**config.mk**
```make
export PLATFORM = sky130hd
export DESIGN_NAME = pixel_readout_buffer
export DESIGN_NICKNAME = d
export VERILOG_FILES = /design/src/rtl/pixel_readout_buffer_pkg.sv /design/src/rtl/pixel_readout_buffer_bank.sv /design/src/rtl/pixel_readout_buffer.sv
export SDC_FILE = /design/constraint.sdc
export NUM_CORES = 1
export LEC_CHECK = 0
export CAP_MARGIN = 20
export CORE_UTILIZATION = 40
export CTS_BUF_LIST = sky130_fd_sc_hd__clkbuf_4 sky130_fd_sc_hd__clkbuf_8
export CTS_CLUSTER_SIZE = 25
export DETAILED_ROUTE_END_ITERATION = 8
export SYNTH_ARGS = -nofsm -noshare
export SYNTH_HDL_FRONTEND = slang
export SYNTH_SLANG_ARGS = --single-unit
```
**constraint.sdc**
```tcl
create_clock -name Clk -period 3.45 [get_ports Clk]
set_input_delay 0.69 -clock Clk [delete_from_list [all_inputs] [get_ports Clk]]
set_output_delay 0.69 -clock Clk [all_outputs]
set_load 0.05 [all_outputs]
```
**src/rtl/pixel_readout_buffer_pkg.sv**
```systemverilog
// Shared definitions for the pixel readout path: drain FSM encoding, row indices and frame length.
// The frame length grows by one checksum word when READOUT_CHECKSUM_EN is defined.
package pixel_readout_buffer_pkg;

    typedef enum logic {
        ST_IDLE  = 1'b0,
        ST_DRAIN = 1'b1
    } state_t;

    localparam logic ROW0 = 1'b0;
    localparam logic ROW1 = 1'b1;

    function automatic int frame_len(input int ncols);
`ifdef READOUT_CHECKSUM_EN
        return 2 * ncols + 1;
`else
        return 2 * ncols;
`endif
    endfunction

endpackage

```
**src/rtl/pixel_readout_buffer_bank.sv**
```systemverilog
// Two-row frame store: row write port, whole-frame load port, word read mux (r0c0 first).
// Load has priority over a same-cycle row write; reads are combinational.
module readout_frame_bank
    import pixel_readout_buffer_pkg::*;
#(
    parameter int NCOLS  = 2,
    parameter int DATA_W = 8,
    parameter int IDX_W  = 2
) (
    input  logic                        clk,
    input  logic                        wr_en,
    input  logic                        wr_row,
    input  logic [NCOLS*DATA_W-1:0]     wr_data,
    input  logic                        load_en,
    input  logic [2*NCOLS*DATA_W-1:0]   load_data,
    input  logic [IDX_W-1:0]            rd_idx,
    output logic [DATA_W-1:0]           rd_data,
    output logic [2*NCOLS*DATA_W-1:0]   frame
);

    localparam int ROW_W = NCOLS * DATA_W;

    logic [2*ROW_W-1:0] frame_q;

    always_ff @(posedge clk) begin
        if (load_en) begin
            frame_q <= load_data;
        end else if (wr_en) begin
            if (wr_row == ROW1) begin
                frame_q[2*ROW_W-1:ROW_W] <= wr_data;
            end else begin
                frame_q[ROW_W-1:0] <= wr_data;
            end
        end
    end

    always_comb begin
        rd_data = '0;
        for (int w = 0; w < 2 * NCOLS; w++) begin
            if (rd_idx == IDX_W'(w)) begin
                rd_data = frame_q[w*DATA_W +: DATA_W];
            end
        end
    end

    assign frame = frame_q;

endmodule

```
**src/rtl/pixel_readout_buffer.sv**
```systemverilog
// Captures strobed pixel rows, hands complete frames to a drain bank and streams them valid/ready.
// Out_valid follows the frame-completing ADC edge by two clocks; words hold while Out_ready=0. Option: READOUT_CHECKSUM_EN.
module pixel_readout_buffer
    import pixel_readout_buffer_pkg::*;
#(
    parameter int NCOLS  = 2,
    parameter int DATA_W = 8
) (
    input  logic                    Clk,
    input  logic                    Reset,
    input  logic                    NRE_1,
    input  logic                    NRE_2,
    input  logic                    ADC,
    input  logic                    Erase,
    input  logic [NCOLS*DATA_W-1:0] Pix_data,
    input  logic                    Out_ready,
    output logic [DATA_W-1:0]       Out_data,
    output logic                    Out_valid,
    output logic                    Out_last,
    output logic                    Overrun,
    output logic                    Seq_err
);

    localparam int FRAME_LEN = frame_len(NCOLS);
    localparam int IDX_W     = $clog2(FRAME_LEN);
    localparam logic [IDX_W-1:0] LAST_IDX = IDX_W'(FRAME_LEN - 1);

    state_t                     state, state_nxt;
    logic                       adc_q, adc_edge, row_ok, row_sel;
    logic [1:0]                 mask;
    logic                       queued;
    logic [IDX_W-1:0]           idx;
    logic                       complete, accept, last_acc, drain_free;
    logic                       load_drain, queue_frame, drop_frame, mask_set, mask_clr, cap_we;
    logic [2*NCOLS*DATA_W-1:0]  cap_frame, drain_frame;
    logic [DATA_W-1:0]          cap_word, pix_word;

    assign adc_edge    = ADC & ~adc_q;
    assign row_ok      = NRE_1 ^ NRE_2;
    assign row_sel     = NRE_1 ? ROW1 : ROW0;
    assign complete    = (mask == 2'b11);
    assign accept      = Out_valid & Out_ready;
    assign last_acc    = accept & (idx == LAST_IDX);
    assign drain_free  = (state == ST_IDLE) | last_acc;

    // A frame that completes while the drain is busy parks in the capture bank; one more is dropped.
    assign load_drain  = (complete & ~queued & drain_free) | (queued & last_acc);
    assign queue_frame = complete & ~queued & ~drain_free;
    assign drop_frame  = complete & queued;
    assign mask_clr    = Erase | complete | (queued & last_acc);
    assign mask_set    = adc_edge & ~Erase & row_ok & ~(queued & last_acc);
    assign cap_we      = mask_set & ~queued & ~queue_frame;

    always_ff @(posedge Clk) begin
        if (Reset) begin
            adc_q   <= 1'b0;
            mask    <= 2'b00;
            queued  <= 1'b0;
            Overrun <= 1'b0;
            Seq_err <= 1'b0;
        end else begin
            adc_q <= ADC;
            mask  <= (mask_clr ? 2'b00 : mask)
                   | (mask_set ? ((row_sel == ROW1) ? 2'b10 : 2'b01) : 2'b00);
            if (queue_frame) begin
                queued <= 1'b1;
            end else if (queued & last_acc) begin
                queued <= 1'b0;
            end
            if (drop_frame) begin
                Overrun <= 1'b1;
            end
            if (adc_edge & ~Erase & ~row_ok) begin
                Seq_err <= 1'b1;
            end
        end
    end

    always_ff @(posedge Clk) begin
        if (Reset) begin
            state <= ST_IDLE;
            idx   <= '0;
        end else begin
            state <= state_nxt;
            if (load_drain || last_acc) begin
                idx <= '0;
            end else if (accept) begin
                idx <= idx + 1'b1;
            end
        end
    end

    always_comb begin
        state_nxt = state;
        case (state)
            ST_IDLE:  if (load_drain) state_nxt = ST_DRAIN;
            ST_DRAIN: if (last_acc)   state_nxt = load_drain ? ST_DRAIN : ST_IDLE;
            default:  state_nxt = ST_IDLE;
        endcase
    end

    readout_frame_bank #(.NCOLS(NCOLS), .DATA_W(DATA_W), .IDX_W(IDX_W)) u_capture (
        .clk       (Clk),
        .wr_en     (cap_we),
        .wr_row    (row_sel),
        .wr_data   (Pix_data),
        .load_en   (1'b0),
        .load_data ('0),
        .rd_idx    ('0),
        .rd_data   (cap_word),
        .frame     (cap_frame)
    );

    readout_frame_bank #(.NCOLS(NCOLS), .DATA_W(DATA_W), .IDX_W(IDX_W)) u_drain (
        .clk       (Clk),
        .wr_en     (1'b0),
        .wr_row    (ROW0),
        .wr_data   ('0),
        .load_en   (load_drain),
        .load_data (cap_frame),
        .rd_idx    (idx),
        .rd_data   (pix_word),
        .frame     (drain_frame)
    );

`ifdef READOUT_CHECKSUM_EN
    localparam logic [IDX_W-1:0] CSUM_IDX = IDX_W'(2 * NCOLS);
    logic [DATA_W-1:0] csum;

    always_comb begin
        csum = '0;
        for (int w = 0; w < 2 * NCOLS; w++) begin
            csum = csum + drain_frame[w*DATA_W +: DATA_W];
        end
    end

    always_comb begin
        Out_valid = (state == ST_DRAIN);
        Out_last  = Out_valid & (idx == LAST_IDX);
        Out_data  = '0;
        if (Out_valid) begin
            Out_data = (idx == CSUM_IDX) ? csum : pix_word;
        end
    end
`else
    always_comb begin
        Out_valid = (state == ST_DRAIN);
        Out_last  = Out_valid & (idx == LAST_IDX);
        Out_data  = Out_valid ? pix_word : '0;
    end
`endif

endmodule

```
==> out/results.ini, run 1 <==
[placed_design]
placed_cells=264
dp_slack_ns=0.466
io_buffer_count=34
place_area_mm2=0.00305
gp_congestion=0.711
dp.final_hpwl_mm=2.75

[grt]
grt_max_degree=35
grt_pass1_wl_mm=6.84
groute.usage.overall_pct=13.5
antenna_found_initial=0
overflow=0
grt_pass1_vias=1444

[cts]
hold_buffers=0
cts.sinks=73
cts_max_level=3
clkLatencyLatePin_ns=0.33
root_buffer=clkbuf_8
clk_path_buf_depth=2
path_clk_slew_ns=0.07
post_cts_buffers=0
cts_buffers=9
cts_tree=yes
cts_resized=0

[worst_setup_path]
start_kind=flip-flop
critPathKind=flip-flop to output pin
crit_slowest_cell=clkdlybuf4s50_1
crit_path_end_kind=output pin
slowest_delay_ns=0.83
crit_chain=inv_1 -> ha_1 -> nor2b_2 -> a221oi_1 -> o21ai_1 -> clkdlybuf4s50_1
cp_max_fo=10
required_ns=2.76
arrival_ns=2.62

[sta]
fin_skew_ns=0.00896
tns_ns=0
relSlewSlack_pct=64.6
hold_viol=0
report.final.slew_viol_count=0
setup_ws_ns=0.140
min_period_ns=3.31
final.period_utilization_pct=95.9
tightest_slew_ns=0.532
rsz0062_at_grt=false
fmax_mhz=302
setup_viol=0

[hold_path]
hp-class=flip-flop to flip-flop

[drt]
routed_via_density=5.08
wl_per_cell_um=15.4
wl_mm=4.32
num_vias=1423
drc=0
drt_iter0_drc=108
ant_nets=0
drtPass1Iterations=6

[logic_synthesis]
postSynthAreaPerCell_um2=16.9
synth_warnings=0
syn_area_mm2=0.00262
synth_fa_ha_area_share_pct=1.91
synth_xor_area_share_pct=0.334
synth_top_family_by_area=compound AO/OA/AOI/OAI gates
ys_seq_elements=73
muxShareOfSynthArea_pct=0.382
syn_nets=182
yosys.area_share.simple_pct=6.20
synth_compound_gate_area_share_pct=9.06
netlist-cell-type-count=28
yosysSeqAreaShare_pct=80.2
synthCells=155

[power]
internal_power_w=0.00131
power_frac_clock_pct=37.2
p_leak_nw=1.13
seq_power_share_pct=60.0
peakVddDrop_v=0.000313
switching_share_pct=18.5
combPwrFrac_pct=2.8
p_sw_w=0.000297
pwr_density_cell_mw_per_mm2=497

[finish]
layoutNonFillerInstCount=280
final_net_count=225
diodes=0
post-route-util_pct=51.0
fin_area_mm2=0.00324
synthToLayoutAreaGrowth_pct=23.5
fill_cells=505
drive_above_1_share_pct=11.3

[job]
max-cap-violations=0

[floorplan]
num_rows=29
coreArea_mm2=0.00635
dieArea_mm2=0.00688
die_y_um=83.0
pin_count=35
start_util_pct=41.3
die_x_um=83.0

[run_status]
run_status=completed

==> critical path: cells and delay by family, from the launching register on <==
family          cells  cell delay (ns)
buf+inv             2             0.91
simple gates        1             0.37
fa+ha+maj           1             0.32
compound gates      2             0.32
flops               1             0.38
==> cells in the final DEF, fill, tap and decap left out <==
cell | netlist | layout
o21ai_0 | 10 | 10
a21oi_1 | 7 | 7
inv_1 | 3 | 3
nand3b_1 | 3 | 3
buf_4 | 1 | 3
clkbuf_8 | 0 | 10
edfxtp_1 | 64 | 64
nor2_1 | 5 | 5
clkbuf_4 | 0 | 5
ha_1 | 4 | 4
a21oi_2 | 1 | 1
o21ai_1 | 7 | 7
nor2b_1 | 3 | 3
and2_1 | 2 | 2
clkdlybuf4s50_1 | 0 | 30
mux2i_1 | 1 | 1
a221oi_1 | 8 | 8
a41o_1 | 2 | 2
dfxtp_1 | 9 | 9
nor2b_2 | 1 | 1
a211oi_4 | 0 | 1
clkinv_2 | 0 | 1
dlymetal6s2s_1 | 0 | 4
nor3b_1 | 1 | 1
nand2_1 | 12 | 12
xnor2_1 | 1 | 1
and2b_2 | 1 | 1
and4b_1 | 1 | 1
a31oi_1 | 1 | 1
nor3_1 | 2 | 2
==> per-stage QoR <==
| stage | power, W | hold WS (ns) |
|---|---|---|
| finish | 0.00161 | 0.417 |
| global route | 0.00166 | 0.420 |
| CTS | 0.00162 | 0.419 |
| detailed placement | 0.00103 | 0.405 |
| global placement | 0.00103 | 0.401 |
| floorplan | 0.000997 | 0.400 |
==> metal layers <==
layer | share of wire, % | GRT usage [%] | vias to the layer above | routed length [um]
met5 | 0 | 0 | - | 0
met4 | 1.5 | 8.15 | 0 | 63
met3 | 5.8 | 4.87 | 8 | 249
met2 | 53 | 23.3 | 41 | 2310
met1 | 39 | 14.1 | 691 | 1700
li1 | - | - | 683 | -
==> power by group through the flow <==
stage	sequential, W	combinational [W]	clock, W
2_1_floorplan	0.000987	0.00000980	0
3_3_place_gp	0.000984	0.0000444	0
3_5_place_dp	0.000985	0.0000456	0
4_1_cts	0.000966	0.0000458	0.000611
5_1_grt	0.000966	0.0000491	0.000646
6_report	0.000965	0.0000456	0.000598
==> area by class of cell <==
cell class | instances | area, um2 | share of cell area, %
Sequential cell | 73 | 2100 | 64.9
Multi-Input combinational cell | 74 | 477 | 14.7
Timing Repair Buffer | 37 | 373 | 11.5
Clock buffer | 15 | 175 | 5.41
Tap cell | 77 | 96.3 | 2.97
Inverter | 3 | 11.3 | 0.348
Clock inverter | 1 | 5.00 | 0.154
==> flip-flops by register name, indices dropped and copies added, names as in the netlist, 2 cells and up <==
| register | flops |
|---|---|
| idx | 2 |
| mask | 2 |
| u_capture.frame | 32 |
| u_drain.frame | 32 |
==> kinds of logic after synthesis <==
| family | Yosys count |
|---|---|
| xor gates and xnor gates | 1 |
| and+or+nand+nor | 31 |
| adders and majority gates | 4 |
| muxes | 1 |
| DFF | 73 |
| AOI/OAI and AO/OA | 37 |
| buffers and inverters | 8 |
==> cell usage after synthesis, drive strengths merged <==
master | n | area share, %
inv | 3 | 0.43
a31oi | 1 | 0.24
a41o | 2 | 0.76
a211oi | 1 | 0.48
buf | 4 | 1.3
mux2i | 1 | 0.38
and2b | 1 | 0.33
and2 | 2 | 0.48
a21oi | 8 | 1.7
nor2 | 5 | 0.72
nand2 | 12 | 1.7
nor3 | 2 | 0.38
and4b | 1 | 0.38
nor2b | 4 | 1.0
dfxtp | 9 | 6.9
xnor2 | 1 | 0.33
nor3b | 1 | 0.29
o21ai | 17 | 3.2
clkbuf | 1 | 0.19
a221oi | 8 | 2.7
nand3b | 3 | 0.86
ha | 4 | 1.9
edfxtp | 64 | 73
==> path summary, 6_finish.rpt <==
check | startpoint | to | slack [ns] | cells after the start
max reg2reg | idx[0] | u_drain.frame[15] | 1.59 | 4
max | idx[1] | Out_data[4] | 0.14 | 6
min reg2reg | u_capture.frame[15] | u_drain.frame[15] | 0.42 | 0
min | u_capture.frame[15] | u_drain.frame[15] | 0.42 | 0
No activity file was read; power rests on OpenSTA's default activity.
==> run 2: changes to the inputs <==
--- a/config.mk
+++ b/config.mk
@@ -6,10 +6,12 @@
 export NUM_CORES = 1
 export LEC_CHECK = 0
 export CAP_MARGIN = 20
+export CORE_MARGIN = 5
 export CORE_UTILIZATION = 40
 export CTS_BUF_LIST = sky130_fd_sc_hd__clkbuf_4 sky130_fd_sc_hd__clkbuf_8
 export CTS_CLUSTER_SIZE = 25
 export DETAILED_ROUTE_END_ITERATION = 8
+export SETUP_SLACK_MARGIN = 0.02
 export SYNTH_ARGS = -nofsm -noshare
 export SYNTH_HDL_FRONTEND = slang
 export SYNTH_SLANG_ARGS = --single-unit
==> out/results.ini, run 2 (synthesized netlist as in run 1, its figures left out) <==
[worst_setup_path]
start_kind=flip-flop
critPathKind=flip-flop to output pin
worstRegToRegCells=4
required_ns=2.76
crit_path_end_kind=output pin
startpoint=idx[0]
r2r_start=idx[0]
arrival_ns=2.42
cp_max_fo=10

[hold_path]
hold_start=u_capture.frame[6]
whs_path_depth=0
hp-class=flip-flop to flip-flop

[finish]
post-route-util_pct=51.3
fin_area_mm2=0.00325
synthToLayoutAreaGrowth_pct=24.1
drive_above_1_share_pct=9.85
final_cell_mix=64 x edfxtp_1, 26 x clkdlybuf4s50_1, 12 x nand2_1
final_net_count=225
diodes=0
final_common_cell=edfxtp_1

[cts]
root_buffer=clkbuf_8
cts.sinks=73
post_cts_buffers=0
cts_buffers=9
path_clk_slew_ns=0.07
cts_tree=yes
clk_path_buf_depth=2
clkLatencyLatePin_ns=0.33
cts_max_level=3

[floorplan]
die_y_um=91.0
coreArea_mm2=0.00635
num_rows=29
die_x_um=91.0
dieArea_mm2=0.00828
start_util_pct=41.3
pin_count=35

[sta]
fin_skew_ns=0.00934
hold_viol=0
tns_ns=0
rsz0062_at_grt=false
relSlewSlack_pct=65.0
setup_viol=0
min_period_ns=3.11
tightest_slew_ns=0.524
final.period_utilization_pct=90.1
setup_ws_ns=0.343
report.final.slew_viol_count=0
fmax_mhz=322

[drt]
wl_mm=4.37
num_vias=1423
ant_nets=0
wl_per_cell_um=15.6
drt_iter0_drc=123
drtPass1Iterations=5
routed_via_density=5.08
drc=0

[placed_design]
dp_slack_ns=0.465
place_area_mm2=0.00305
dp.final_hpwl_mm=2.89
gp_congestion=0.768
io_buffer_count=34

[grt]
groute.usage.overall_pct=11.2
antenna_found_initial=0
grt_pass1_vias=1515
overflow=0
grt_max_degree=35
grt_pass1_wl_mm=7.07

[run_status]
run_status=completed

[power]
pwr_density_cell_mw_per_mm2=499
p_leak_nw=1.20
peakVddDrop_v=0.000302

[job]
max-cap-violations=0

run 2: cell count changes in the layout (fill, tap and decap cells not counted):
cell,before,now
clkbuf_8,10,9
dlymetal6s2s_1,4,8
clkbuf_4,5,2
clkdlybuf4s50_1,30,26
bufinv_16,0,1
clkinv_1,0,3
run 2: cell type report:
class	count	area, um2
clock inverter	5	46.3
timing repair buffer	37	383
sequential	73	2100
tap	77	96.3
fill	528	3100
multi-input combinational	74	477
inverter	3	11.3
clock buffer	11	139
run 2: per-stage QoR:
stage                     instances  power, W  hold WS, ns
after floorplan                 155  0.000997        0.400
after global placement          264   0.00103        0.401
after detailed placement        264   0.00103        0.405
after CTS                       280   0.00165        0.413
after global routing            280   0.00169        0.428
final                           280   0.00162        0.409
run 2: worst max-delay path, stage by stage (launching register included):
cell	delay (ns)
dfxtp_1	0.42
ha_1	0.28
and2_1	0.48
clkdlybuf4s50_1	0.91
run 2: what timing repair did:
| item | 4_1_cts | 5_1_grt |
|---|---|---|
| setup endpoints to repair | 0 | 8 |
| gates resized for setup | 0 | 8 |
| hold buffers | 0 | 0 |
| endpoints found under the hold margin | 0 | 0 |
run 2: layer usage:
layer | track usage (%) | vias to the layer above | wire [um]
met5 | 0 | - | 0
met1 | 11.7 | 704 | 1740
met2 | 20.3 | 30 | 2370
met4 | 5.87 | 0 | 84
met3 | 3.22 | 9 | 176
li1 | - | 680 | -
run 2: power breakdown:
group	switching [W]	internal, W
clock network	0.000272	0.000342
registers	0.00000255	0.000963
logic	0.0000182	0.0000273
run 2: path summary, 6_finish.rpt:
kind,end,slack (ns)
setup / recovery,Out_last,0.34
hold / removal,u_drain.frame[6],0.41
setup reg to reg,u_drain.frame[15],1.55
hold reg to reg,u_drain.frame[6],0.41
